--- src/rtl/multicycle_control_fsm.sv ---
// rtl/multicycle_control_fsm.sv - instruction sequencer for the multicycle SimpleRISC core
//
// Optional build macro: ILLEGAL_TRAP_EN
//   defined   : opcodes 21-31 set the sticky illegal flag and park the FSM in HALT
//   undefined : opcodes 21-31 retire as nop, illegal stays 0, HALT is unreachable
//
// Parameters:
//   CNT_W        width of the retired-instruction counter
//   RESET_PC_SEL pc_sel value driven while in reset or HALT
//
// Ports:
//   clk, rst_n         rising-edge clock, asynchronous active-low reset
//   instruction        IR contents (opcode [31:27], I-bit [26]), valid from DECODE
//   imem_ack/dmem_ack  memory handshake completions, sampled on the clock edge
//   alu_done           iterative div/mod result ready
//   flag_eq/flag_gt    stored comparison flags, consumed in WB by beq/bgt
//   imem_req, ir_we    fetch request and IR load strobe
//   dmem_req, dmem_we  data access request and store qualifier
//   pc_we, pc_sel      PC update strobe and source (0 pc+4, 1 target, 2 ra)
//   rf_we, rf_wsel     register write strobe and source (0 ALU, 1 mem, 2 pc+4)
//   flags_we           comparison flag update
//   alu_op, alu_start  ALU function and div/mod start pulse
//   is_imm, is_call    decoded I-bit and call indicator for the target generator
//   illegal, halted    sticky illegal-opcode flag, HALT indicator
//   retired            retired-instruction count (wraps)
module multicycle_control_fsm #(
    parameter int         CNT_W        = 32,
    parameter logic [1:0] RESET_PC_SEL = 2'd0
) (
    input  logic             clk,
    input  logic             rst_n,
    input  logic [31:0]      instruction,
    input  logic             imem_ack,
    input  logic             dmem_ack,
    input  logic             alu_done,
    input  logic             flag_eq,
    input  logic             flag_gt,
    output logic             imem_req,
    output logic             dmem_req,
    output logic             dmem_we,
    output logic             ir_we,
    output logic             pc_we,
    output logic [1:0]       pc_sel,
    output logic             rf_we,
    output logic [1:0]       rf_wsel,
    output logic             flags_we,
    output logic [3:0]       alu_op,
    output logic             alu_start,
    output logic             is_imm,
    output logic             is_call,
    output logic             illegal,
    output logic             halted,
    output logic [CNT_W-1:0] retired
);

    typedef enum logic [2:0] {
        S_FETCH,
        S_DECODE,
        S_EXEC,
        S_DIVWAIT,
        S_MEM,
        S_WB,
        S_HALT
    } state_t;

    state_t           state, state_nxt;
    logic [4:0]       opcode;
    logic             op_alu, op_divmod, op_cmp, op_ld, op_st, op_call;
    logic             trap;
    logic [CNT_W-1:0] retired_q;
    logic             unused_ok;

    assign opcode    = instruction[31:27];
    assign op_alu    = (opcode <= 5'd12);
    assign op_divmod = (opcode == 5'd3) || (opcode == 5'd4);
    assign op_cmp    = (opcode == 5'd5);
    assign op_ld     = (opcode == 5'd14);
    assign op_st     = (opcode == 5'd15);
    assign op_call   = (opcode == 5'd19);
    // Immediate/offset fields are consumed by the datapath, not here.
    assign unused_ok = &{1'b0, instruction[25:0]};

`ifdef ILLEGAL_TRAP_EN
    logic illegal_q;

    assign trap    = (opcode >= 5'd21);
    assign illegal = illegal_q;

    always_ff @(posedge clk or negedge rst_n) begin
        if (!rst_n) begin
            illegal_q <= 1'b0;
        end else if (state == S_DECODE && trap) begin
            illegal_q <= 1'b1;
        end
    end
`else
    assign trap    = 1'b0;
    assign illegal = 1'b0;
`endif

    always_ff @(posedge clk or negedge rst_n) begin
        if (!rst_n) begin
            state     <= S_FETCH;
            retired_q <= '0;
        end else begin
            state <= state_nxt;
            if (state == S_WB) begin
                retired_q <= retired_q + {{(CNT_W-1){1'b0}}, 1'b1};
            end
        end
    end

    assign retired = retired_q;

    always_comb begin
        state_nxt = state;
        imem_req  = 1'b0;
        dmem_req  = 1'b0;
        dmem_we   = 1'b0;
        ir_we     = 1'b0;
        pc_we     = 1'b0;
        pc_sel    = 2'd0;
        rf_we     = 1'b0;
        rf_wsel   = 2'd0;
        flags_we  = 1'b0;
        alu_op    = 4'd0;
        alu_start = 1'b0;
        is_imm    = 1'b0;
        is_call   = 1'b0;
        halted    = 1'b0;
        // Outputs are gated by rst_n so an asserted reset drops the
        // handshakes at once, before the state register is even observed.
        if (!rst_n) begin
            pc_sel = RESET_PC_SEL;
        end else begin
            if (state != S_FETCH && state != S_HALT) begin
                is_imm  = instruction[26];
                is_call = op_call;
                alu_op  = op_alu ? opcode[3:0] : 4'd0;
            end
            case (state)
                S_FETCH: begin
                    imem_req = 1'b1;
                    if (imem_ack) begin
                        ir_we     = 1'b1;
                        state_nxt = S_DECODE;
                    end
                end
                S_DECODE: begin
                    if (trap) begin
                        state_nxt = S_HALT;
                    end else if (op_alu || op_ld || op_st) begin
                        state_nxt = S_EXEC;
                    end else begin
                        state_nxt = S_WB;
                    end
                end
                S_EXEC: begin
                    flags_we = op_cmp;
                    if (op_ld || op_st) begin
                        state_nxt = S_MEM;
                    end else if (op_divmod) begin
                        alu_start = 1'b1;
                        state_nxt = S_DIVWAIT;
                    end else begin
                        state_nxt = S_WB;
                    end
                end
                S_DIVWAIT: begin
                    if (alu_done) begin
                        state_nxt = S_WB;
                    end
                end
                S_MEM: begin
                    dmem_req = 1'b1;
                    dmem_we  = op_st;
                    if (dmem_ack) begin
                        state_nxt = S_WB;
                    end
                end
                S_WB: begin
                    pc_we   = 1'b1;
                    rf_we   = (op_alu && !op_cmp) || op_ld || op_call;
                    rf_wsel = op_ld ? 2'd1 : (op_call ? 2'd2 : 2'd0);
                    case (opcode)
                        5'd16:        pc_sel = flag_eq ? 2'd1 : 2'd0;
                        5'd17:        pc_sel = flag_gt ? 2'd1 : 2'd0;
                        5'd18, 5'd19: pc_sel = 2'd1;
                        5'd20:        pc_sel = 2'd2;
                        default:      pc_sel = 2'd0;
                    endcase
                    state_nxt = S_FETCH;
                end
                S_HALT: begin
                    halted = 1'b1;
                    pc_sel = RESET_PC_SEL;
                end
                default: begin
                    state_nxt = S_FETCH;
                end
            endcase
        end
    end

endmodule
--- config.mk ---
export PLATFORM = sky130hd
export DESIGN_NAME = multicycle_control_fsm
export DESIGN_NICKNAME = d
export VERILOG_FILES = /design/src/rtl/multicycle_control_fsm.sv
export SDC_FILE = /design/constraint.sdc
export NUM_CORES = 1
export LEC_CHECK = 0
export CAP_MARGIN = 20
export CELL_PAD_IN_SITES_DETAIL_PLACEMENT = 1
export CELL_PAD_IN_SITES_GLOBAL_PLACEMENT = 2
export CORE_AREA = 2 2 113 82
export CTS_BUF_LIST = sky130_fd_sc_hd__clkbuf_8
export DETAILED_ROUTE_END_ITERATION = 16
export DIE_AREA = 0 0 115 84
export PLACE_DENSITY_LB_ADDON = 0.08
export SLEW_MARGIN = 5
export SYNTH_ARGS = -nofsm -noshare
export SYNTH_HDL_FRONTEND = slang
export SYNTH_SLANG_ARGS = --single-unit
--- constraint.sdc ---
create_clock -name clk -period 2.3 [get_ports clk]
set_input_delay 0.46 -clock clk [delete_from_list [all_inputs] [get_ports clk]]
set_output_delay 0.46 -clock clk [all_outputs]
set_load 0.03 [all_outputs]
## Word-level counts from Yosys, hierarchy flattened

Cells that the tools add are included.

| cells by class | value |
|---|---|
| add/subtract/negate cells | 1 |
| $lt $le $gt $ge | 1 |
| equal/unequal tests | 20 |
| muxes and demuxes | 44 |
| bitwise operators | 1 |
| reduce and logical (&&, ||, !) cells | 13 |

Operator list:

| kind | count |
|---|---|
| 32-bit by 1-bit adder with 32-bit output (second input constant) | 1 |
| 1-bit 2-to-1 mux | 27 |
| 5-bit == test (second input constant) | 5 |
| 3-bit 2-to-1 mux | 6 |
| 3-bit case mux with 6 select lines | 1 |
| 2-bit 2-to-1 mux | 6 |
| 4-bit 2-to-1 mux | 3 |
| 5-bit by 3-bit == test with 1-bit output (second input constant) | 2 |
| 5-bit by 4-bit == test with 1-bit output (second input constant) | 2 |
| 3-bit == test (second input constant) | 3 |
| 2-bit case mux with 4 select lines | 1 |
| 3-bit by 2-bit == test with 1-bit output (second input constant) | 2 |
| 1-bit logical OR | 6 |
| 2-bit != test (second input constant) | 3 |
| 5-bit by 2-bit == test with 1-bit output (second input constant) | 1 |
| 5-bit by 4-bit less-or-equal comparator with 1-bit output (second input constant) | 1 |
| 5-bit AND reduction | 1 |
| 3-bit by 1-bit == test with 1-bit output (second input constant) | 1 |
| 3-bit zero test | 1 |
| 3-bit != test (second input constant) | 1 |
| 3-bit nonzero test | 1 |
| 1-bit logical AND | 2 |
| 2-bit OR reduction | 1 |
| 1-bit zero test | 1 |
| 1-bit inverter | 1 |

| storage, ports and cells | value |
|---|---|
| register bits after elaboration | 35 |
| input port bits | 39 |
| output and inout bits | 52 |
| logic and storage cells | 82 |

## Longest topological paths before layout

| depth | value |
|---|---|
| depth after elaboration | 7 |
| depth in mapped cells | 6 |
| gate-level depth less buffers | 5 |

## Worst setup path after synthesis

Ideal clock, no wire load.

| path | value |
|---|---|
| path type | reg-to-output |
| start point | register state[1] |
| end point | output port pc_sel[0] |
| arrival | 2,422 ps |
| path slack | -582 ps |
| stages on the path, launching flop included | 5 |
| buffers on the path | 1 |
| path through | dfrtp_1 and3b_1 buf_4 nand2_1 a2111oi_0 |

| between the ends | value |
|---|---|
| longest elaborated chain between the ends | 3 |

Ends and longest elaborated chain:

| what | RTL line | text |
|---|---|---|
| start: declaration | 66 | `state_t state, state_nxt;` |
| start signal: assignment | 106 | `state <= state_nxt;` |
| 3-bit == test | 141 | `case (state)` |
| 2-bit 2-to-1 mux | 141 |  |
| 2-bit 2-to-1 mux | 133 | `if (!rst_n) begin` |
| end: declaration | 43 | `output logic [1:0] pc_sel,` |

No other way between the ends.

## Worst setup path after layout

| path | value |
|---|---|
| start point | register state[2] |
| end point | output port flags_we |

| between the ends | value |
|---|---|
| longest elaborated chain between the ends | 3 |

Ends and longest elaborated chain:

| what | RTL line | text |
|---|---|---|
| 3-bit by 2-bit == test with 1-bit output | 141 |  |
| 1-bit 2-to-1 mux | 141 |  |
| 1-bit 2-to-1 mux | 133 |  |
| end: declaration | 46 | `output logic flags_we,` |

No other way between the ends.

==> metrics.txt <==
outcome=finished clean; placeable core area=0.00871 mm^2; Mapped Area=0.00201 mm^2; H-tree Lvls=2; share of layout cells above drive strength 1=22.3%; via/cell ratio=4.65; CP top delay family=simple AND/OR/NAND/NOR gates; Hold Path Class=in2async; Max-Cap Viols=0; skew final=0.00319 ns; Crit Path Max Fanout=6; IR Drop Worst-Case VDD=0.529 mV; Netlist cell types=42; TritonCTS clock tree=yes; GRT Total Usage=13.5%; vias in the first global route=1,974; DR vias=1,877; setup tns final=0 ns; asr flop ratio synth=100%; Routed WL=6160 um; DRC violations left=0; Clk pwr share=22.2%; Synth Instances=216; CP startpoint kind=flop; post-synth top area share=43.6%; global-route wire length before repair=10,300 um; Net Sw Frac=38.3%; endpoints failing setup=0; Final WS setup=0.111 ns; Root Buffer=clkbuf_8; slowest stage delay, CP=0.51 ns; max-slew violations=0; reg2reg start=state[1]$_DFFE_PN0P_; reg2reg path depth=4; FMAX=457 MHz; Syn Area/Cell=9.31 um^2; port bufs=63; initial antenna violation count=0; final worst-path cycle share=95.2%; wire per inst=15.2 um; synthesized flop and latch total=35; Layout Nets=335; Syn Nets=256; Worst Setup End Kind=primary output; Fin. Hold Viols=0; Die Area=0.00966 mm^2; Worst EP required=1.84 ns; Post-synth EDFFs=0; Net Switching=0.747 mW; ys flop type=dfrtp_1; crit path buf inv count=2; Synth area leader=dfrtp_1; Power per Cell Area=660 mW/mm^2; logic gate share of total power=38.6%; Final HPWL DP=4810 um; clock-pin slew on the worst setup and hold paths=0.07 ns; clk buf depth=2; grt ovf=0; IO Pins=91; Relative slew margins=61.0%; crit path time final=2.19 ns; Initial Util=23.1%; Seq pwr share=39.2%; P_int=1.20 mW; Area contributors post-synth=dfrtp_1 44%, xnor2_1 8.7%, xor2_1 4.8%, nand2_1 3.7%, nand4_1 3.7%; sequential-to-total area share from yosys stat=43.6%; Antenna Nets Post-Route=0; worst reg2reg setup slack=0.51 ns; crit path cell chain=inv_1 -> nand2_1 -> or4_4 -> nor3_2 -> buf_4; DRT Pass-1 Iters=4; FF-to-FF End=retired[21]$_DFFE_PN0N_; antenna cells=0; initial DRC count=55; WS Path Type=reg2out; row cnt=29; Least-Margin Pin Slew=0.580 ns; final core occ=33.9%; die height=84 um; clk sinks=35; Crit path arrival time=1.73 ns; area grow syn2layout=46.8%; largest net degree at the start of global routing=33; slowest CP cell=or4_4; RSZ-0062 raised after global routing=false; Post-CTS Setup Inserts=0; routability cong.=0.783; total CTS buffers=5; static leakage=1.34 nW; die width=115 um; synth warn=0; worst skew pair latency=0.28 ns; Place WS=-0.0751 ns
-- layout make-up --
class	count	area, um^2
Inverter	10	37.5
Clock buffer	5	68.8
Sequential cell	35	877
Timing Repair Buffer	83	733
Fill cell	1013	5760
Clock inverter	3	12.5
Tap cell	108	135
Multi-Input combinational cell	160	1090
-- power groups by stage --
| stage | sequential (mW) | combinational (mW) | clock (mW) |
|---|---|---|---|
| floorplan | 0.810 | 0.394 | 0 |
| global placement | 0.774 | 0.756 | 0 |
| detailed placement | 0.774 | 0.756 | 0 |
| CTS | 0.763 | 0.764 | 0.455 |
| global route | 0.778 | 0.819 | 0.479 |
| finish | 0.763 | 0.752 | 0.433 |
-- repair_timing --
action | 4_1_cts | 5_1_grt
endpoints found under the setup margin | 5 | 10
cloned | 0 | 0
endpoints found under the hold margin | 0 | 0
pin swaps | 0 | 1
hold buffers | 0 | 0
resized for setup | 5 | 10
-- routing by layer --
layer	share of wire [%]	track usage (%)	up-vias
li1	-	-	913
met1	54	20.1	934
met2	43	19.9	26
met3	2.9	2.90	4
met4	0.41	2.63	0
met5	0	0	-
-- cell usage in the layout (no fill, tap or decap), drive strengths merged, types with 2 or more instances in the layout --
cell	n
o21ai	6
dfrtp	35
nand4	12
a21oi	5
inv	12
clkdlybuf4s50	38
nor2	19
clkbuf	5
and3	6
nand2	20
nand3	11
nor4	6
nand3b	2
and3b	2
and4	7
nor3b	3
or4	3
xnor2	21
dlygate4sd2	2
a31oi	2
xor2	11
nor3	6
dlymetal6s2s	3
buf	40
and2	5
-- cells by family (layout without fill, tap and decap cells) --
logic type	count (synthesis)	in the layout	synth area share, %
simple gates	106	106	30.2
flops	35	35	43.6
compound gates	18	18	5.48
other cells	1	1	0.187
mux	2	2	1.06
fa+ha+maj	1	1	0.622
buf+inv	21	101	4.60
xor+xnor	32	32	14.3
-- how the worst max path moves through the flow --
| stage | cells past startpoint | to | start | slack, ns |
|---|---|---|---|---|
| CTS | 5 | pc_sel[0] | instruction[27] | -0.008 |
| global route | 5 | alu_op[2] | state[2]$_DFFE_PN0P_ | 0.03 |
| finish | 5 | flags_we | state[2]$_DFFE_PN0P_ | 0.11 |
| global placement | 4 | flags_we | instruction[31] | -0.07 |
| detailed placement | 4 | flags_we | instruction[31] | -0.08 |
| floorplan | 5 | ir_we | rst_n | 0.0003 |
-- synthesized netlist by cell type (6+ instances only) --
cell,count
and3_1,6
and4_1,7
clkbuf_1,6
dfrtp_1,35
inv_1,10
nand2_1,20
nand3_1,10
nand4_1,12
nor2_1,19
nor3_1,6
xnor2_1,20
xor2_1,11
-- registers in the layout, summed over array words and instances, names as in the netlist --
name,cells
retired,32
state,3
-- per-stage QoR --
step / hold slack [ns] / cells / power [mW] / area, um^2
2_1_floorplan: 0.164 / 216 / 1.20 / 2030
3_3_place_gp: 0.433 / 396 / 1.53 / 2840
3_5_place_dp: 0.437 / 396 / 1.53 / 2840
4_1_cts: 0.125 / 404 / 1.98 / 2930
5_1_grt: 0.152 / 404 / 2.08 / 2950
6_report: 0.147 / 404 / 1.95 / 2950
Power figures use the tool's default switching activity.
